## src/rtl/micro_ucr_hash_driver.sv

```systemverilog
// micro_ucr_hash_driver
//    Drives an external hash engine through a nonce search. Each round sends
//    block_out = {nonce counter, payload} with a one-cycle hash_init strobe,
//    then a one-cycle valid strobe. It waits for an armed hash_ready and
//    compares hash[23:8] against target. The search stops on a hit, on
//    reaching max_nonce, or when the engine fails to answer within TIMEOUT
//    WAIT cycles.
//
// Ports
//    clk        : rising-edge clock
//    reset      : asynchronous active-low reset
//    start      : begin a search (ignored while busy)
//    payload    : 96-bit fixed block bytes
//    target     : 16-bit difficulty threshold
//    max_nonce  : last nonce tried
//    hash_init  : engine start strobe (one cycle per round)
//    valid      : qualifies block_out (one cycle per round, after hash_init)
//    block_out  : {nonce[31:0], payload[95:0]} presented to the engine
//    hash_in    : 24-bit engine result
//    hash_ready : engine result valid
//    nonce      : winning nonce
//    found/done/error/busy : search status
module micro_ucr_hash_driver #(
   parameter int TIMEOUT = 1023
) (
   input  logic         clk,
   input  logic         reset,
   input  logic         start,
   input  logic [95:0]  payload,
   input  logic [15:0]  target,
   input  logic [31:0]  max_nonce,
   output logic         hash_init,
   output logic         valid,
   output logic [127:0] block_out,
   input  logic [23:0]  hash_in,
   input  logic         hash_ready,
   output logic [31:0]  nonce,
   output logic         found,
   output logic         done,
   output logic         error,
   output logic         busy
);

   localparam int TW = (TIMEOUT > 1) ? $clog2(TIMEOUT + 1) : 1;
   // Value of the WAIT counter during the TIMEOUT-th WAIT cycle.
   localparam logic [TW-1:0] TMO_LAST = TW'(TIMEOUT - 1);

   typedef enum logic [2:0] {
      IDLE  = 3'd0,
      INIT  = 3'd1,
      SEND  = 3'd2,
      WAIT  = 3'd3,
      CHECK = 3'd4
   } state_t;

   state_t         r_state,     w_state;
   logic [95:0]    r_payload,   w_payload;
   logic [15:0]    r_target,    w_target;
   logic [31:0]    r_max,       w_max;
   logic [31:0]    r_cnt,       w_cnt;
   logic [TW-1:0]  r_tmo,       w_tmo;
   logic           r_armed,     w_armed;
   logic [15:0]    r_hash,      w_hash;
   logic           r_hash_init, w_hash_init;
   logic           r_valid,     w_valid;
   logic [127:0]   r_block,     w_block;
   logic [31:0]    r_nonce,     w_nonce;
   logic           r_found,     w_found;
   logic           r_done,      w_done;
   logic           r_error,     w_error;
   logic           r_busy,      w_busy;

   // Only hash bits [23:8] take part in the difficulty compare.
   logic w_unused_hash_lsb;
   assign w_unused_hash_lsb = ^hash_in[7:0];

   // Next-state, datapath and registered-output computation.
   always_comb begin
      w_state     = r_state;
      w_payload   = r_payload;
      w_target    = r_target;
      w_max       = r_max;
      w_cnt       = r_cnt;
      w_tmo       = r_tmo;
      w_armed     = r_armed;
      w_hash      = r_hash;
      w_hash_init = 1'b0;
      w_valid     = 1'b0;
      w_block     = r_block;
      w_nonce     = r_nonce;
      w_found     = r_found;
      w_done      = r_done;
      w_error     = r_error;
      w_busy      = r_busy;

      case (r_state)
         IDLE: begin
            if (start) begin
               w_payload   = payload;
               w_target    = target;
               w_max       = max_nonce;
               w_cnt       = 32'd0;
               w_found     = 1'b0;
               w_done      = 1'b0;
               w_error     = 1'b0;
               w_busy      = 1'b1;
               // Outputs are registered, so the INIT-cycle values are loaded here.
               w_block     = {32'd0, payload};
               w_hash_init = 1'b1;
               w_state     = INIT;
            end else begin
               w_state = IDLE;
            end
         end
         INIT: begin
            w_armed = 1'b0;
            w_valid = 1'b1;
            w_state = SEND;
         end
         SEND: begin
            w_tmo   = {TW{1'b0}};
            w_state = WAIT;
         end
         WAIT: begin
            if (hash_ready && r_armed) begin
               w_hash  = hash_in[23:8];
               w_state = CHECK;
            end else begin
               // A low hash_ready proves any earlier high level was stale.
               if (!hash_ready) begin
                  w_armed = 1'b1;
               end else begin
                  w_armed = r_armed;
               end
               if (r_tmo == TMO_LAST) begin
                  w_error = 1'b1;
                  w_done  = 1'b1;
                  w_busy  = 1'b0;
                  w_state = IDLE;
               end else begin
                  w_tmo = r_tmo + TW'(1);
               end
            end
         end
         CHECK: begin
            if (r_hash < r_target) begin
               w_nonce = r_cnt;
               w_found = 1'b1;
               w_done  = 1'b1;
               w_busy  = 1'b0;
               w_state = IDLE;
            end else if (r_cnt == r_max) begin
               // Compare before incrementing so max_nonce of all-ones never wraps.
               w_found = 1'b0;
               w_done  = 1'b1;
               w_busy  = 1'b0;
               w_state = IDLE;
            end else begin
               w_cnt       = r_cnt + 32'd1;
               w_block     = {r_cnt + 32'd1, r_payload};
               w_hash_init = 1'b1;
               w_state     = INIT;
            end
         end
         default: begin
            w_state = IDLE;
         end
      endcase
   end

   // State and datapath registers with asynchronous active-low clear.
   always_ff @(posedge clk or negedge reset) begin
      if (!reset) begin
         r_state     <= IDLE;
         r_payload   <= 96'd0;
         r_target    <= 16'd0;
         r_max       <= 32'd0;
         r_cnt       <= 32'd0;
         r_tmo       <= {TW{1'b0}};
         r_armed     <= 1'b0;
         r_hash      <= 16'd0;
         r_hash_init <= 1'b0;
         r_valid     <= 1'b0;
         r_block     <= 128'd0;
         r_nonce     <= 32'd0;
         r_found     <= 1'b0;
         r_done      <= 1'b0;
         r_error     <= 1'b0;
         r_busy      <= 1'b0;
      end else begin
         r_state     <= w_state;
         r_payload   <= w_payload;
         r_target    <= w_target;
         r_max       <= w_max;
         r_cnt       <= w_cnt;
         r_tmo       <= w_tmo;
         r_armed     <= w_armed;
         r_hash      <= w_hash;
         r_hash_init <= w_hash_init;
         r_valid     <= w_valid;
         r_block     <= w_block;
         r_nonce     <= w_nonce;
         r_found     <= w_found;
         r_done      <= w_done;
         r_error     <= w_error;
         r_busy      <= w_busy;
      end
   end

   assign hash_init = r_hash_init;
   assign valid     = r_valid;
   assign block_out = r_block;
   assign nonce     = r_nonce;
   assign found     = r_found;
   assign done      = r_done;
   assign error     = r_error;
   assign busy      = r_busy;

endmodule

```

## config.mk

```make
export PLATFORM = sky130hd
export DESIGN_NAME = micro_ucr_hash_driver
export DESIGN_NICKNAME = d
export VERILOG_FILES = /design/src/rtl/micro_ucr_hash_driver.sv
export SDC_FILE = /design/constraint.sdc
export NUM_CORES = 1
export LEC_CHECK = 0
export CAP_MARGIN = 20
export CELL_PAD_IN_SITES_DETAIL_PLACEMENT = 1
export CELL_PAD_IN_SITES_GLOBAL_PLACEMENT = 2
export CORE_MARGIN = 3
export CORE_UTILIZATION = 28
export CTS_BUF_LIST = sky130_fd_sc_hd__clkbuf_8 sky130_fd_sc_hd__clkbuf_16
export CTS_CLUSTER_SIZE = 8
export DETAILED_ROUTE_END_ITERATION = 16
export GPL_TIMING_DRIVEN = 0
export HOLD_SLACK_MARGIN = 0.1
export PLACE_DENSITY = 0.86
export SLEW_MARGIN = 20
export SYNTH_ARGS = -nofsm -noshare
export SYNTH_HDL_FRONTEND = slang
export SYNTH_SLANG_ARGS = --single-unit
export TNS_END_PERCENT = 1
```

## constraint.sdc

```tcl
create_clock -name clk -period 2.44 [get_ports clk]
set_input_delay 0.732 -clock clk [delete_from_list [all_inputs] [get_ports clk]]
set_output_delay 0.732 -clock clk [all_outputs]
set_load 0.01 [all_outputs]
```

==> results of run 1 <==
==> synthesized netlist by cell type, types with 2 or more instances <==
| cell type | number |
|---|---|
| a21oi_1 | 24 |
| buf_4 | 4 |
| clkbuf_1 | 60 |
| o21a_1 | 4 |
| buf_2 | 25 |
| nand3b_1 | 2 |
| and4_1 | 2 |
| nor3b_1 | 2 |
| inv_1 | 22 |
| dfrtp_1 | 340 |
| nor3_1 | 9 |
| a31oi_1 | 2 |
| mux2_1 | 6 |
| nor2_1 | 23 |
| nor4_1 | 15 |
| o21ai_0 | 28 |
| a31o_2 | 2 |
| nand2_1 | 727 |
| or3_1 | 4 |
| mux2_2 | 138 |
| nand2b_1 | 9 |
| mux2i_1 | 11 |
| o311ai_0 | 2 |
| xnor2_1 | 6 |
| a21o_1 | 2 |
| or4_1 | 17 |
| ha_1 | 18 |
| xor2_1 | 32 |
| and3_1 | 3 |
| o31ai_1 | 17 |
| buf_1 | 2 |
| nand4_1 | 15 |
| nand3_1 | 18 |
| and2_1 | 3 |
| nor4b_1 | 3 |
==> per-layer routing <==
metal  wire length, um  part of all wire [%]  up-vias
met5                64                  0.11        -
met4              1870                   3.3       10
met3              3700                   6.5      103
met2             28300                    50      313
met1             22800                    40     6604
li1                  -                     -     6032
==> layout make-up <==
type,count,area (um2),area share (%)
multi-input combinational,1163,6980,31.9
timing repair buffer,337,3460,15.8
buffer,91,671,3.06
inverter,22,82.6,0.377
antenna,3,7.51,0.0343
clock buffer,49,1230,5.60
sequential,340,8540,39.0
tap,696,871,3.98
clock inverter,7,65.1,0.297
==> cells by family after synthesis <==
logic type	after synthesis
flops	340
compound gates	92
buf+inv	113
fa+ha+maj	18
mux	155
simple gates	860
xor+xnor	38
==> power by group <==
part	switching [mW]	total [mW]	internal, mW
combinational	5.03	10.3	5.25
clock	2.55	6.10	3.55
sequential	1.43	9.36	7.93
==> critical path: cells and delay by family, from the launching register on <==
family,cells,cell delay (ps)
AOI/OAI and AO/OA,3,600
adders and majority gates,1,300
buffers and inverters,3,480
DFF,1,420
and+or+nand+nor,2,800
==> worst min path at each step <==
stage                  startpoint  cells after the start  slack [ps]            end
finish                      reset                      1         110       nonce[5]
global route                reset                      1         130       nonce[5]
CTS                         reset                      1         130       nonce[5]
detailed placement  r_payload[80]                      2         470  r_payload[80]
global placement    r_payload[54]                      2         460  r_payload[54]
floorplan                   reset                      0         440   block_out[0]
==> registers in the layout, summed over array words and instances (netlist names) <==
register   cells
r_state        3
error          1
block_out     96
valid          1
r_armed        1
r_tmo         10
hash_init      1
r_max         32
r_target      16
r_cnt         32
nonce         32
busy           1
r_payload     96
done           1
r_hash        16
found          1
==> timing repair <==
action	in CTS	in global routing
gates resized for setup	152	125
pin swaps	14	6
buffers inserted	5	0
endpoints found under the setup margin	314	210
endpoints found under the hold margin	0	0
==> results.txt, run 1 <==
* Result of the run: finished, violations left
- Failing checks: negative setup slack
- Starting Density: 28.5%
- The tree is rooted in a clkbuf_16.
- Synthesis produced a netlist with a net count of 1806.
- After clock tree synthesis, the clock-pin slew on the worst setup and hold paths is 50 ps.
- After synthesis, the netlist uses 54 different library cells.
- Required time of the worst setup path: 2930 ps
- Global routing used 19.1% of the available tracks across all layers.
- Post-Layout Inst Area: 21900 um2
- Summing every instance area after synthesis gives 15400 um2.
- Global routing met2 resource utilization: 33.1%
- After synthesis, the largest area contributor takes up 55.3% of total cell area.
- Final setup slack of the worst path: -247 ps
- The layer flagged by global routing as most heavily used is met2.
* I/O Buffers: 329
* Post-placement cell area: 19600 um2
* Pins Over Slew Limit: 0
* Die extent in x: 240 um
- Measured against the total synthesized area, the mux share comes to 11.3%.
* Final period utilization: 110%
- Global-route met3 utilization: 5.24%
- After routing, the total negative slack on setup checks comes to -21110 ps.
* Final non-filler cell total: 2708
* Largest fanout on the critical path: 10
* Most frequent standard cell in the layout excluding fill and tap cells: nand2_1
- Worst setup slack after placement: -1580 ps
* Total Power Consumption: 25.7 mW
* Pre-antenna DRT Iters: 4
- Summing the areas of all compound-gate instances in the mapped netlist gives 3.76% of the synthesized area.
- First-pass GRT wire length: 84800 um
* # nets final: 2194
* Fin Hold WS: 115 ps
- For the worst flop-to-flop path, the logic depth is 9.
- Critical Path Most Common Cell: buf_6
* IO Pins: 338
- Vias per cell: 4.82
- Capture point of the worst path: r_cnt[19]
* DRC violations left: 0
- CTS tree: built
- Fraction of registers with async set or reset after synthesis: 100%
- The number of antenna violations at the first check in global routing is 8.
* Critical path capture point type: flip-flop
- The synthesized netlist devotes 1.46% of its cell area to adder and majority cells.
* Total grt overflow: 0
- Register area share after synthesis: 55.3%
- Once detail routing completed, the nets flagged for antenna violations numbered 0.
- In this run the critical register-to-register path is captured at r_cnt[19].
- TritonCTS created 49 clock buffers.
* DRC violation total after the first TritonRoute iteration: 466
* Worst path cell trace: ha_4, nand4_1, a2111oi_4, a211oi_2, buf_4, buf_6, buf_6, or4_1, a21oi_2
* Die area: 57800 um2
* Placeable core area: 54000 um2
- Number of failing hold endpoints at the final stage: 0
- Overall routed net length: 56700 um
- Final core occ: 40.5%
- Stage delay of the slowest cell on the critical path: 560 ps
- Pin count of the biggest net entering global routing: 94
- Max H-tree Level: 2
- Achievable clock frequency: 372 MHz
* HP Class: in -> async
- Cell type with the highest aggregate area in the netlist: dfrtp_1
- Actual slew at the worst max-slew pin: 766 ps
* Max-cap violations: 0
- Detailed placement ended at an HPWL of 39800 um.
- Worst endpoint data arrival time: 3170 ps
- Count of flip-flops with a built-in enable after synthesis: 0
* Row cnt: 85
- CP max stage cell: or4_1
- Setup slack on the worst reg-to-reg path comes out at -250 ps.
- Max-slew headroom: 48.9%
* Number of global-route vias before repair: 14.4k
- Sort of element at the start of the critical path: flip-flop
* Number of hold-repair buffers added at the cts stage: 0
- In this run the power density over the cells is 1180 nW/um2.
* Area Overhead vs Synth: 42.4%
- Synthesis inferred 340 register bits.
- Of the total synthesized cell area, the portion taken by AND, OR, NAND and NOR gates is 23.0%.
- Met1 Resource Use GR: 22.8%
- Setup violations remaining at the end of the flow were counted as 154.
- Dividing the detail-routed wire length by the instance count gives 20.9 um.
- Category of the critical setup timing path: reg -> reg
- Total number of vias: 13.1k
* Clock sink count: 340
* Fin crit period: 2690 ps
- Cells with a size suffix above 1 make up 16.3% of the layout.
- FF-to-FF Start: r_hash[15]
- Setup repair after global routing missed its margin: true
* Highest-count cells in the layout ignoring fill and taps: nand2_1, clkdlybuf4s50_1, dfrtp_1
- Clock latency on the worst-skew pair, taken at its later pin, is 580 ps.
- Across the routed clock network, the largest skew measured is 18.8 ps.
* Xor and xnor area share after synthesis: 2.16%
* Worst supply voltage drop on vdd: 0.639 mV
- After synthesis, the cell types taking the most area are dfrtp_1, nand2_1, mux2_2.
- Synth warn: 0
- The die is 240 um tall.
* Top flip-flop cell by instance count after synthesis: dfrtp_1
- Syn Area/Cell: 9.52 um2
- Placer Congestion: 0.870
- Tracing the worst setup path back leads to its startpoint at r_hash[15].
* Leakage Power: 10.3 nW
- The longest clock path from root to sink contains 3 buffers.
- Cells after Synth: 1616
* Main combinational cell family by area after synthesis: simple AND/OR/NAND/NOR gates
- Fill cells in the final layout number 6102.
- Number of placed instances, taps included: 2644
(Power assumes the default switching activity.)
==> inputs of run 2 (changes only) <==
--- a/config.mk
+++ b/config.mk
@@ -20,4 +20,3 @@
 export SYNTH_ARGS = -nofsm -noshare
 export SYNTH_HDL_FRONTEND = slang
 export SYNTH_SLANG_ARGS = --single-unit
-export TNS_END_PERCENT = 1
==> run 2 against run 1 <==
Compared with the run above:
- the flow still finishes with violations (negative setup slack)
- combinational power is essentially flat
- count of clock-buffer cells in the layout did not move
- sequential share of layout area down 0.44 points
- flip-flop and latch count unchanged
- power rose by 0.78%
- die area stayed put
- setup slack improved by 64 ps
- worst hold slack better by 4.8 ps
- maximum frequency grew 2.4%
- clock power hardly changed
- design area grew 0.90%
- critical endpoint is now r_cnt[26]
==> results.txt, run 2 (synthesis gave the netlist of run 1 again) <==
* Largest clock skew in the final design: 20.6 ps (was 18.8 ps)
* Total number of vias: 13.2k (was 13.1k)
- Max H-tree Level: 2 (unchanged)
- Result of the run: finished, violations left (unchanged).
* Worst supply voltage drop on vdd: 0.603 mV (was 0.639 mV)
- CTS tree: built (unchanged)
- Worst-path clk slew: 50 ps (about the same)
- Pins Over Slew Limit: 0 (unchanged)
* Number of failing hold endpoints at the final stage: 0 (unchanged)
- The clock root buffer master is clkbuf_16 (unchanged).
- The count of input and output buffers is 329 (unchanged).
- Final period utilization: 108% (was 110%)
- The all-layer global routing usage came to 19.1% (about the same).
* Sort of element at the start of the critical path: flip-flop (unchanged)
- The number of antenna violations at the first check in global routing is 8 (unchanged).
* Pre-antenna DRT Iters: 5 (was 4)
* Largest fanout on the critical path: 5 (was 10)
* Buffers from clock root to sink, at most: 3 (unchanged)
* Final setup slack of the worst path: -183 ps (was -247 ps)
- The clock latency on the worst-skew pair was 580 ps (about the same).
- Mean routed wirelength per cell: 20.8 um (was 20.9 um)
- IO Pins: 338 (unchanged)
- The power density normalized to cell area was 1170 nW/um2 (was 1180 nW/um2).
- The most common cell after layout, fill and taps aside is nand2_1 (unchanged).
* Vias per cell: 4.83 (was 4.82)
- The effective utilization at floorplan came to 28.5% (unchanged).
* Category of the critical setup timing path: reg -> reg (unchanged)
- The placed cell area is 19600 um2 (unchanged).
- # nets final: 2218 (was 2194)
* Post-Layout Inst Area: 22100 um2 (was 21900 um2)
- The kind of end point of the critical path is a flip-flop (unchanged).
* Fin crit period: 2620 ps (was 2690 ps)
- Clock sink count: 340 (unchanged)
* Overall routed net length: 56900 um (was 56700 um)
- Required time of the worst setup path: 2920 ps (was 2930 ps)
- The layout cell share with drive strength beyond 1 was 17.3% (was 16.3%).
* DRC violations left: 0 (unchanged)
* Endpoints failing setup: 154 (unchanged)
* Number of global-route vias before repair: 14.4k (about the same)
* Actual slew at the worst max-slew pin: 833 ps (was 766 ps)
- The chip height is 240 um (unchanged).
- Max-slew headroom: 44.2% (was 48.9%)
- Failing checks: negative setup slack (unchanged)
- First-pass GRT wire length: 84600 um (was 84800 um)
- Die area: 57800 um2 (unchanged)
- Detailed placement HPWL: 39800 um (unchanged)
- Achievable clock frequency: 381 MHz (was 372 MHz)
* Clock buffers created by TritonCTS: 49 (unchanged)
- The area growth from synthesis to layout was 43.7% (was 42.4%).
- Row cnt: 85 (unchanged)
* Leakage Power: 10.3 nW (about the same)
- Number of hold-repair buffers added at the cts stage: 0 (unchanged)
- The fraction of the core area covered by cells at the end of the flow was 40.9% (was 40.5%).
- The critical path arrival was 3100 ps (was 3170 ps).
* Placer Congestion: 0.870 (unchanged)
- Setup repair after global routing missed its margin: true (unchanged)
- Highest-count cells in the layout ignoring fill and taps: nand2_1, dfrtp_1, clkdlybuf4s50_1 (was nand2_1, clkdlybuf4s50_1, dfrtp_1).
- The max-cap check violation count is 0 (unchanged).
- HP Class: in -> async (unchanged)
- Pin count of the biggest net entering global routing: 94 (unchanged)
- The residual antenna-violating net count after detailed routing came to 0 (unchanged).
* Die extent in x: 240 um (unchanged)
- The area of the core region was 54000 um2 (unchanged).
- Total grt overflow: 0 (unchanged)
- The initial detailed-routing violation count is 524 (was 466).
-- run 2: cell count changes in the layout (fill, tap and decap cells not counted), moves of 8 or more --
cell     change
mux2_2      +60
mux2_4      -60
buf_4       +20
dfrtp_1     +16
dfrtp_2     -16
or4_1        -8
or4_4        +8
-- run 2: worst paths after layout --
path	startpoint	end	slack, ps	depth (start not counted)
worst max-delay path	r_hash[15]	r_cnt[26]	-180	8
worst min-delay path	reset	nonce[5]	120	1
worst max register to register	r_hash[15]	r_cnt[26]	-180	8
worst min register to register	r_payload[5]	r_payload[5]	470	2
max in group asynchronous	reset	block_out[1]	920	3
min in group clk	r_payload[5]	r_payload[5]	470	2
-- run 2: power breakdown --
group	switching [mW]	total (mW)	internal, mW
combinational	5.14	10.5	5.39
clock	2.55	6.10	3.55
sequential	1.39	9.31	7.92
-- run 2: per-layer routing --
layer,up-vias,track usage (%),routed length (um)
li1,6088,-,-
met1,6640,22.7,22600
met2,342,33.0,28600
met3,108,5.23,3750
met4,10,6.72,1950
met5,-,0,64
-- run 2: layout make-up --
cell class                      instances  area, um2
Inverter                               22       82.6
Multi-Input combinational cell       1163       6880
Sequential cell                       340       8520
Buffer                                 91        639
Clock buffer                           49       1230
Clock inverter                          7       65.1
Antenna cell                            3       7.51
Fill cell                            6090      31900
Timing Repair Buffer                  361       3810
Tap cell                              696        871
-- run 2: timing repair --
| item | 4_1_cts | 5_1_grt |
|---|---|---|
| pin swaps | 14 | 35 |
| setup buffers | 6 | 16 |
| cloned | 2 | 6 |
| endpoints found under the setup margin | 314 | 306 |
| resized for setup | 112 | 110 |
-- run 2: metrics by stage --
step	std cells	setup TNS [ps]	setup slack, ps	power (mW)	hold WS, ps
floorplan	1616	0	36.3	13.7	436
detailed placement	2644	-310610	-1580	18.2	465
CTS	2708	-26180	-233	25.3	127
finish	2732	-15800	-183	25.9	119
global route	2730	-32130	-272	27.6	129
global placement	2641	-5436780	-15100	17.8	457
-- run 2: worst max-delay path, cell delays in order (launching register included) --
cell and delay (ps):
dfrtp_1 420, ha_4 300, nand4_1 230, a21oi_1 400, a211oi_4 100, buf_6 190, clkbuf_16 150, or4_1 530
a21oi_1 200
